[src/rtl/updown_counter_n_if.sv]
// Control/status bundle for updown_counter_n. The master drives the count controls and the slave is the counter.
// Handshake: no valid/ready. Every control is sampled on each rising clk edge; q and ovf are registered; tc_up/tc_dn are combinational.
// Sticky-overflow signals exist only when UDC_STICKY_OVF_EN is defined.
interface updown_counter_n_if #(
  parameter int WIDTH = 4
);
  logic             en;
  logic             up;
  logic             down;
  logic             load;
  logic [WIDTH-1:0] d;
  logic             sat;
  logic [WIDTH-1:0] q;
  logic             tc_up;
  logic             tc_dn;
  logic             ovf;
`ifdef UDC_STICKY_OVF_EN
  logic             ovf_clr;
  logic             ovf_sticky;

  modport master (
    output en, up, down, load, d, sat, ovf_clr,
    input  q, tc_up, tc_dn, ovf, ovf_sticky
  );
  modport slave (
    input  en, up, down, load, d, sat, ovf_clr,
    output q, tc_up, tc_dn, ovf, ovf_sticky
  );
`else
  modport master (
    output en, up, down, load, d, sat,
    input  q, tc_up, tc_dn, ovf
  );
  modport slave (
    input  en, up, down, load, d, sat,
    output q, tc_up, tc_dn, ovf
  );
`endif
endinterface

[src/rtl/updown_counter_n.sv]
// Parametrised modulo-MODULUS up/down counter with load, wrap/saturate mode, cascade terminal counts and an overflow pulse.
// Optional macro UDC_STICKY_OVF_EN adds a sticky overflow flag with a clear input.
module updown_counter_n #(
  parameter int WIDTH   = 4,
  parameter int MODULUS = 16
) (
  input logic                 clk,
  input logic                 reset,
  updown_counter_n_if.slave   bus
);
  // Both constants are built at WIDTH+1 bits so MODULUS == 2**WIDTH stays representable.
  localparam logic [WIDTH:0]   MOD_EXT = (WIDTH+1)'(MODULUS);
  localparam logic [WIDTH:0]   MAX_EXT = (WIDTH+1)'(MODULUS - 1);
  localparam logic [WIDTH-1:0] MAX     = MAX_EXT[WIDTH-1:0];

  logic [WIDTH-1:0] q_reg;
  logic [WIDTH-1:0] q_next;
  logic             ovf_reg;
  logic             ovf_next;
  logic             step_up;
  logic             step_dn;
  logic             at_max;
  logic             at_zero;

  assign step_up = bus.en & bus.up;
  assign step_dn = bus.en & ~bus.up & bus.down;
  assign at_max  = (q_reg == MAX);
  assign at_zero = (q_reg == '0);

  always_comb begin
    q_next   = q_reg;
    ovf_next = 1'b0;
    if (bus.load) begin
      q_next = ({1'b0, bus.d} >= MOD_EXT) ? MAX : bus.d;
    end else if (step_up) begin
      if (at_max) begin
        ovf_next = 1'b1;
        q_next   = bus.sat ? q_reg : '0;
      end else begin
        q_next = q_reg + WIDTH'(1);
      end
    end else if (step_dn) begin
      if (at_zero) begin
        ovf_next = 1'b1;
        q_next   = bus.sat ? q_reg : MAX;
      end else begin
        q_next = q_reg - WIDTH'(1);
      end
    end
  end

  always_ff @(posedge clk) begin
    if (reset) begin
      q_reg   <= '0;
      ovf_reg <= 1'b0;
    end else begin
      q_reg   <= q_next;
      ovf_reg <= ovf_next;
    end
  end

  assign bus.q     = q_reg;
  assign bus.ovf   = ovf_reg;
  // Combinational so the next cascade stage steps on the same edge; deliberately blind to load and sat.
  assign bus.tc_up = step_up & at_max;
  assign bus.tc_dn = step_dn & at_zero;

`ifdef UDC_STICKY_OVF_EN
  logic sticky_reg;

  always_ff @(posedge clk) begin
    if (reset) begin
      sticky_reg <= 1'b0;
    end else if (ovf_next) begin
      sticky_reg <= 1'b1;
    end else if (bus.ovf_clr) begin
      sticky_reg <= 1'b0;
    end
  end

  assign bus.ovf_sticky = sticky_reg;
`endif
endmodule

[src/flat_wrapper.sv]
// flat-port wrapper written by rule: the top's interface ports become plain ports
module updown_counter_n_flat 
#(
  parameter int WIDTH   = 4,
  parameter int MODULUS = 16
)
  (clk, reset, bus_en, bus_up, bus_down, bus_load, bus_d, bus_sat, bus_q, bus_tc_up, bus_tc_dn, bus_ovf);
  updown_counter_n_if #(.WIDTH(WIDTH)) bus_i ();
  input logic clk;
  input logic reset;
  input wire logic [$bits(bus_i.en)-1:0] bus_en;
  input wire logic [$bits(bus_i.up)-1:0] bus_up;
  input wire logic [$bits(bus_i.down)-1:0] bus_down;
  input wire logic [$bits(bus_i.load)-1:0] bus_load;
  input wire logic [$bits(bus_i.d)-1:0] bus_d;
  input wire logic [$bits(bus_i.sat)-1:0] bus_sat;
  output wire logic [$bits(bus_i.q)-1:0] bus_q;
  output wire logic [$bits(bus_i.tc_up)-1:0] bus_tc_up;
  output wire logic [$bits(bus_i.tc_dn)-1:0] bus_tc_dn;
  output wire logic [$bits(bus_i.ovf)-1:0] bus_ovf;
  assign bus_i.en = bus_en;
  assign bus_i.up = bus_up;
  assign bus_i.down = bus_down;
  assign bus_i.load = bus_load;
  assign bus_i.d = bus_d;
  assign bus_i.sat = bus_sat;
  assign bus_q = bus_i.q;
  assign bus_tc_up = bus_i.tc_up;
  assign bus_tc_dn = bus_i.tc_dn;
  assign bus_ovf = bus_i.ovf;
  updown_counter_n #(.WIDTH(WIDTH), .MODULUS(MODULUS)) u_core (.clk(clk), .reset(reset), .bus(bus_i));
endmodule
[config.mk]
export PLATFORM = sky130hd
export DESIGN_NAME = updown_counter_n_flat
export DESIGN_NICKNAME = d
export VERILOG_FILES = /design/src/rtl/updown_counter_n_if.sv /design/src/rtl/updown_counter_n.sv /design/src/flat_wrapper.sv
export SDC_FILE = /design/constraint.sdc
export NUM_CORES = 1
export LEC_CHECK = 0
export BUFFER_PORTS_ARGS = -buffer_cell sky130_fd_sc_hd__buf_2
export CELL_PAD_IN_SITES_DETAIL_PLACEMENT = 0
export CELL_PAD_IN_SITES_GLOBAL_PLACEMENT = 1
export CORE_MARGIN = 2
export CORE_UTILIZATION = 28
export DETAILED_ROUTE_END_ITERATION = 12
export PLACE_DENSITY = 0.76
export SLEW_MARGIN = 20
export SYNTH_ARGS = -nofsm -noshare
export SYNTH_HDL_FRONTEND = slang
export SYNTH_SLANG_ARGS = --single-unit
[constraint.sdc]
create_clock -name clk -period 1.8 [get_ports clk]
set_input_delay 0.36 -clock clk [delete_from_list [all_inputs] [get_ports clk]]
set_output_delay 0.36 -clock clk [all_outputs]
set_load 0.005 [all_outputs]
; ---- Word level (Yosys, flattened, before mapping)
; Index checks and enable logic that the tools add are counted.
[totals]
ff_bits = 5
input_bits = 11
output_inout_bits = 7
elab_cells = 28
[op_classes]
add_sub_neg = 2
n_eq_ne = 3
n_mux = 11
bitwise = 6
reduce_logical = 4
[op_table]
columns = op, count
row1 = 4-bit two-way mux, 7
row2 = 1-bit bitwise AND, 5
row3 = "4-bit by 1-bit adder with 4-bit output, second input constant", 1
row4 = "4-bit == test, second input constant", 1
row5 = 4-bit zero test, 1
row6 = 1-bit two-way mux, 4
row7 = "4-bit by 3-bit inequality test with 1-bit output, second input constant", 1
row8 = "4-bit inequality test, second input constant", 1
row9 = "4-bit by 1-bit subtractor with 4-bit output, second input constant", 1
row10 = 3-bit AND reduction, 1
row11 = 3-bit nonzero test, 1
row12 = 2-bit OR reduction, 1
row13 = 1-bit inverter, 1

; ---- Depth between registers and ports, before layout
; Gate-level depths: netlist of run 1.
[depth]
ltp_word = 6
mapped_depth = 7
depth_no_buf = 6

; ---- Least setup slack after synthesis of run 1
; Ideal clock, no wire load.
[synth_path]
kind = reg2reg
start = reg u_core.q_reg[0], in the netlist u_core.bus.q[0]
end = reg u_core.q_reg[2], in the netlist u_core.bus.q[2]
setup_ns = 0.091
arrival_ns = 1.955
required_time_ns = 1.709
path_slack_ns = -0.246
stages_incl_launch_ff = 8
path_buffers = 1
synth_period_minus_slack_ns = 2.046
cell_sequence = dfxtp_1 clkbuf_1 inv_1 ha_1 nor4b_1 a221o_1 or3_1 a311oi_1
[synth_via]
elab_chain_cells = 5
word_cells_on_any_way = 12
cone_classes = 2 x add/sub / 3 x eq/ne / 5 x mux / 2 x reduce/logical
[synth_rtl]
columns = item, line_no
row1 = from (decl), updown_counter_n.sv:16  ; logic [WIDTH-1:0] q_reg;
row2 = from (signal assigned), updown_counter_n.sv:57  ; q_reg <= q_next;
row3 = 4-bit by 1-bit subtractor with 4-bit output / 4-bit zero test (equally long branches), "updown_counter_n.sv:47, updown_counter_n.sv:28"
row4 = 4-bit two-way mux, updown_counter_n.sv:43  ; if (at_zero) begin
row5 = 4-bit two-way mux, updown_counter_n.sv:42  ; end else if (step_dn) begin
row6 = 4-bit two-way mux, updown_counter_n.sv:35  ; end else if (step_up) begin
row7 = 4-bit two-way mux, updown_counter_n.sv:33  ; if (bus.load) begin
; Parallel ways exist; a longest one is shown, timed or not. The select of a mux whose other input is x is not followed.
; A chain may end at the register's enable or synchronous reset.

; ---- Worst setup path in the final report of run 1
; Ends and elaborated chain as after synthesis.

==> results.md, run 1 <==
* Status: finished, final reports clean
* Clk_skew at 3.427 ps
* Post-Synth XOR/XNOR Area at roughly 2%
* Pwr dens at 643.6 nW/µm²
* Vias post-DR at 531
* CTS Hold Bufs at 0
* Syn_nets at 66
* WS Path Type: reg2reg
* Syn avg cell area at ~8 µm²
* Die area at 1847 µm²
* Setup-failing EPs final at 0
* CTS tree: yes
* Critical Path Source Type: flop
* Least-Margin Pin Slew at roughly 470 ps
* Routed WL at 1.281 mm
* Slowest cell on crit path: dfxtp_4
* Final period utilization at 94.54%
* Most common cell after layout, fill and taps aside: buf_2
* Horiz. Die Dim at 42.98 µm
* Post-synthesis instance total at between 50 and 60
* Row count at 14
* Die Height at 42.98 µm
* 1st-iter DRT viols at 8
* Antenna Cells at 0
* GRT Total Usage at 15.49%
* Vias in the first global route at 468
* Largest family of logic cells by synthesized area: compound AO/OA/AOI/OAI gates
* Register bit count reported by yosys at 5
* RSZ-0062 raised after global routing: true
* LEAKAGE at 0.3080 nW
* Post-layout min period at 1702 ps
* Synth top area cells: dfxtp_1 24%, and3_1 7.4%, ha_1 5.9%
* Fin util at 43.88%
* Max IR drop VDD at 316.5 µV
* Final GP Congestion at 0.7294
* Clock slew at reported path FFs at 50 ps
* Critical Path RT at 1960 ps
* Worst path max stage delay at 390 ps
* Layout cells sized above 1 at 46.15%
* Longest Clk Path Bufs at 2
* Pre-antenna DRT Iters at 4
* Met3 usage at 5.106%
* Most Crowded Layer GR: met2
* Ys Warns at 0
* I/O Pins at 18
* IO Port Bufs at 17
* Routed Antenna Nets at 0
* Post-Synth Simple-Gate Area at 25.59%
* Initial core utilization at 28.91%
* First-pass GRT wire length at 1.994 mm
* Fin. Hold Viols at 0
* Clk sinks at 5
* DRC errors left at 0
* Cts bufs inserted at 3
* Critical-path cell list: inv_4 > ha_4 > nor4b_4 > a221o_1 > or3_1 > a311oi_1
* Post-synthesis compound-gate area fraction at 34.12%
* Largest register FFs at 4
* Synth area leader: dfxtp_1
* Met1 Usage GRT at 17.48%
* Crit path DAT at around 1900 ps
* Top-area cell type share of the netlist area at approximately a quarter
* Nets at roughly 90
* Relative slew slack at roughly 69%
* Post-DP HPWL at around 900 µm
* Max Slew Vio Count at 0
* Antenna violations before repair at 0
* Layout overhead on the synthesized area at 51.76%
* Min-Delay Path Class: in2reg
* Wire per inst at 13.63 µm
* Met2 Track Usage GR at between 20% and 30%
* Setup tns final at 0 ps
* Max frequency at 587.6 MHz
* Mux cell area share after synthesis at 0%
* Crit-path max FO at 5
* Core ar. at 1471 µm²
* Pin count of the biggest net entering global routing at 10
* CTS HTree Levels at 1
* Maxcap violations at 0
* Clock Root Buffer: clkbuf_4
* Sequential area share after synthesis at 23.53%
* Unique cell type count in the Yosys netlist at 28
* Crit. End Element: flop
* PnR Total Power at 0.4155 mW
* Routed vias/inst at roughly 5.6
* Netlist Area Pre-Place at about 430 µm²
* Congestion Overflow GR at 0
* Adder-Cell Fraction of Synth Area at 5.882%
* Most frequent cells in the layout: 17 x buf_2, 7 x buf_4, 5 x o21ai_0
* Worst-Skew Late Latency at approximately 250 ps
[per-stage QoR]
stage          instances  cell area, µm²  worst slack, ps  hold WS, ps
6_report              94           645.6            98.29        362.2
5_1_grt               94           645.6           -13.98        341.9
4_1_cts               91           578.1            23.04        336.1
3_5_place_dp          87           545.5            78.95        527.6
3_3_place_gp          87           545.5            95.58        508.5
2_1_floorplan         53           439.2           -7.856        432.1
[worst max-delay path: cells and delay by family, from the launching register on]
| family | cells | cell delay [ps] |
|---|---|---|
| AOI/OAI and AO/OA | 2 | 590 |
| adders and majority gates | 1 | 150 |
| buffers and inverters | 1 | 40 |
| DFF | 1 | 390 |
| and+or+nand+nor | 2 | 440 |
[cell type report]
cell class,count,area [µm²]
clock buffers,4,26.28
fillers,169,825.8
inverters,5,21.27
multi-input cells,40,332.8
flip-flops and latches,5,107.6
well taps,16,20.02
repair buffers,24,137.6
[timing repair]
item | CTS | global route
gates resized for setup | 1 | 12
pin swaps | 0 | 2
endpoints found under the setup margin | 1 | 4
setup buffers | 0 | 3
[Yosys cell counts (all sizes together)]
library cell  number
o21ba              1
a221o              1
o21ai              5
nand2              1
a21o               1
xnor2              1
nand4b             2
a21oi              3
and2               1
a41oi              1
buf                1
a32oi              1
and3               5
inv                5
nand2b             1
nor3               2
nor4b              2
a211oi             1
or3                1
a311oi             2
nor4               1
nor2               1
o41ai              2
o211a              1
clkbuf             2
ha                 2
o31ai              1
dfxtp              5
[layer usage]
metal | up-vias | part of all wire (%)
met1 | 257 | 44
met3 | 2 | 4.6
met2 | 13 | 49
li1 | 259 | -
met5 | - | 0
met4 | 0 | 2.1
[power breakdown]
group / internal [mW] / leakage [nW] / total (mW) / switching [mW]
Clock: 0.0842 / 0.0150 / 0.136 / 0.0517
Combinational: 0.0781 / 0.250 / 0.145 / 0.0668
Sequential: 0.120 / 0.0425 / 0.135 / 0.0149
[kinds of logic (layout without fill, tap and decap cells)]
group | after synthesis | after routing
AO/OA/AOI/OAI | 20 | 20
AND/OR/NAND/NOR | 17 | 17
buffers and inverters | 8 | 33
flip-flops | 5 | 5
adder cells (fa/ha/maj) | 2 | 2
XOR/XNOR | 1 | 1
[path summary, 6_finish.rpt]
check,from,end,slack (ps),cells past startpoint
max,u_core.bus.q[0],u_core.bus.q[2],100,6
min,reset,u_core.bus.q[2],360,2
max reg2reg,u_core.bus.q[0],u_core.bus.q[2],100,6
min reg2reg,u_core.bus.q[1],u_core.bus.q[1],550,2
No activity file was read; power rests on OpenSTA's default activity.
==> inputs of run 2 (changes only) <==
--- a/config.mk
+++ b/config.mk
@@ -6,12 +6,10 @@
 export NUM_CORES = 1
 export LEC_CHECK = 0
 export BUFFER_PORTS_ARGS = -buffer_cell sky130_fd_sc_hd__buf_2
-export CELL_PAD_IN_SITES_DETAIL_PLACEMENT = 0
-export CELL_PAD_IN_SITES_GLOBAL_PLACEMENT = 1
-export CORE_MARGIN = 2
-export CORE_UTILIZATION = 28
+export CORE_AREA = 2 2 39 41
 export DETAILED_ROUTE_END_ITERATION = 12
-export PLACE_DENSITY = 0.76
+export DIE_AREA = 0 0 41 43
+export PLACE_DENSITY = 0.64
 export SLEW_MARGIN = 20
 export SYNTH_ARGS = -nofsm -noshare
 export SYNTH_HDL_FRONTEND = slang
==> constraint.sdc (replaced) <==
create_clock -name clk -period 1.8 [get_ports clk]
set_input_delay 0.54 -clock clk [delete_from_list [all_inputs] [get_ports clk]]
set_output_delay 0.54 -clock clk [all_outputs]
set_load 0.005 [all_outputs]
==> run 2 against run 1 <==
  * The run now ends with negative setup slack left
  * Hold slack better by 170 ps
  * First-iteration DRC count is 13% higher
  * Die area is 4.6% lower
  * Flip-flop and latch count stayed put
  * Worst setup slack worse by 130 ps
  * Count of clock-buffer cells in the layout stayed put
  * Sequential share of layout area is 1.1 points lower
  * Clock power is 8% lower
  * Sequential power hardly changed
  * Final cell count is 5.3% higher
  * Combinational power is 3% higher
==> results.md, run 2 (synthesis gave the netlist of run 1 again) <==
* Clock slew at reported path FFs at 40 ps
* Layout overhead on the synthesized area at 58.82%
* Crit. End Element: primary output
* Register area at 105.1 µm²
* Cells on worst reg2reg path at 5
* Hold Worst Slack at approximately 530 ps
* First-pass GRT wire length at 1.807 mm
* Register share of total power at about 33%
* Routed vias/inst at between 5 and 6
* RSZ-0062 raised after global routing: true
* Vias in the first global route at 453
* PnR worst setup slack at -30.23 ps
* Relative slew slack at between 70% and 80%
* Most frequent cells in the layout: 17 x buf_2, 12 x buf_4, 5 x o21ai_0
* Placed cell area at 568.0 µm²
* Sw Ratio at between 30% and 40%
* Worst path max stage delay at around 350 ps
* Antenna violations before repair at 0
* Min-Delay Path Depth at 2
* Max frequency at 546.4 MHz
* Die area at between 1500 and 2000 µm²
* Least-Margin Pin Slew at just under 400 ps
* Worst-Skew Late Latency at roughly 240 ps
* Failing checks: negative setup slack
* LEAKAGE at around 0.33 nW
* Clock Root Buffer: clkbuf_4
* Crit Reg-Reg Startpoint: u_core.bus.q[0]
* Clock share of power at between 30% and 40%
* Cts bufs inserted at 3
* Max Slew Vio Count at 0
* Nets at 97
* Clk_skew at 1.869 ps
* Initial core utilization at 30.74%
* Internal at ~0.29 mW
* Placed Instances at 90
* Pin count of the biggest net entering global routing at 10
* Routed Antenna Nets at 0
* CTS HTree Levels at 1
* Setup-failing EPs final at 2
* Row count at 14
* WS Path Type: reg2out
* Slowest cell on crit path: dfxtp_4
* Vias post-DR at roughly 530
* Hold Path End: u_core.bus.q[2]
* Final std cells w/o fill at 99
* Most common cell after layout, fill and taps aside: buf_2
* Logic pwr share at a little over a third
* Filler Cell Count at 143
* Die Height at about 43 µm
* Clk sinks at 5
* Critical-path cell list: inv_4 > ha_4 > nor4b_4 > and3_1 > buf_2
* Psw at 0.1235 mW
* Critical Path RT at 1260 ps
* GRT Total Usage at 15.26%
* Layout cells sized above 1 at between 50% and 60%
* Antenna Cells at 0
* Core ar. at 1384 µm²
* Setup tns final at -55.19 ps
* HP Start: reset
* I/O Pins at 18
* Crit-path max FO at 3
* Fin util at 48.82%
* Final period utilization at 101.7%
* Min-Delay Path Class: in2reg
* Setup slack, reg-to-reg at around 90 ps
* Longest Clk Path Bufs at 2
* Congestion Overflow GR at 0
* Post-DP HPWL at 866.6 µm
* Post-layout min period at 1830 ps
* Routed WL at approximately 1.2 mm
* Max IR drop VDD at 316.6 µV
* CTS tree: yes
* Critical Path Source Type: flop
* Status: finished, violations left
* Wire per inst at 12.51 µm
* 1st-iter DRT viols at 9
* Post-route design area at approximately 680 µm²
* Footprint of the multi-input gates at 327.8 µm²
* IO Port Bufs at 17
* Largest register FFs at 4
* DRC errors left at 0
* Pre-antenna DRT Iters at 4
* Final GP Congestion at ~0.74
* Terminus of the critical flop-to-flop path: u_core.bus.q[2]
* Maxcap violations at 0
* Horiz. Die Dim at around 41 µm
* Pwr dens at 606.6 nW/µm²
* Fin. Hold Viols at 0
* Crit path DAT at 1290 ps
## run 2: through the flow
stage | power, mW | setup WS, ps
6_report | 0.4098 | -30.23
5_1_grt | 0.4392 | -92.58
4_1_cts | 0.4087 | -27.65
3_5_place_dp | 0.2527 | -38.90
3_3_place_gp | 0.2507 | -30.79
2_1_floorplan | 0.2075 | -7.856
## run 2: worst max path at each step
stage	startpoint	endpoint	slack [ps]	cells past startpoint
floorplan	u_core.bus.q[0]	u_core.bus.q[2]	-8	7
global placement	bus_up	bus_tc_dn	-30	4
detailed placement	bus_up	bus_tc_dn	-40	4
CTS	u_core.bus.q[1]	bus_tc_dn	-30	5
global route	u_core.bus.q[1]	bus_tc_dn	-90	5
finish	u_core.bus.q[0]	bus_tc_dn	-30	5
## run 2: cell type report
type / instances / share of cell area, %
Inverter: 5 / 3.148
Sequential cell: 5 / 15.56
Multi-Input combinational cell: 40 / 48.52
Timing Repair Buffer: 29 / 25.93
Clock buffer: 4 / 3.889
Tap cell: 16 / 2.963
## run 2: what timing repair did
action | CTS | global route
hold buffers | 0 | 0
resized for setup | 10 | 1
pin swaps | 2 | 2
setup buffers | 4 | 1
setup endpoints to repair | 2 | 2
## run 2: power by group through the flow
stage	clock, mW	sequential, mW	combinational (mW)
floorplan	0	0.132	0.0755
global placement	0	0.134	0.117
detailed placement	0	0.134	0.118
CTS	0.131	0.134	0.143
global route	0.139	0.137	0.164
finish	0.125	0.136	0.149
## run 2: worst max-delay path: cells and delay by family (launching register included)
kind                     cells  cell delay, ps
AND/OR/NAND/NOR              2             410
adder cells (fa/ha/maj)      1             130
buffers and inverters        2             170
flip-flops                   1             350
## run 2: metal layers
metal  global-route usage, %  vias to the layer above  routed length, µm
li1                        -                      270                  -
met1                   19.29                      240                602
met2                   23.13                       15                586
met3                   3.141                        0                 48
met4                   8.000                        0                  0
met5                       0                        -                  0
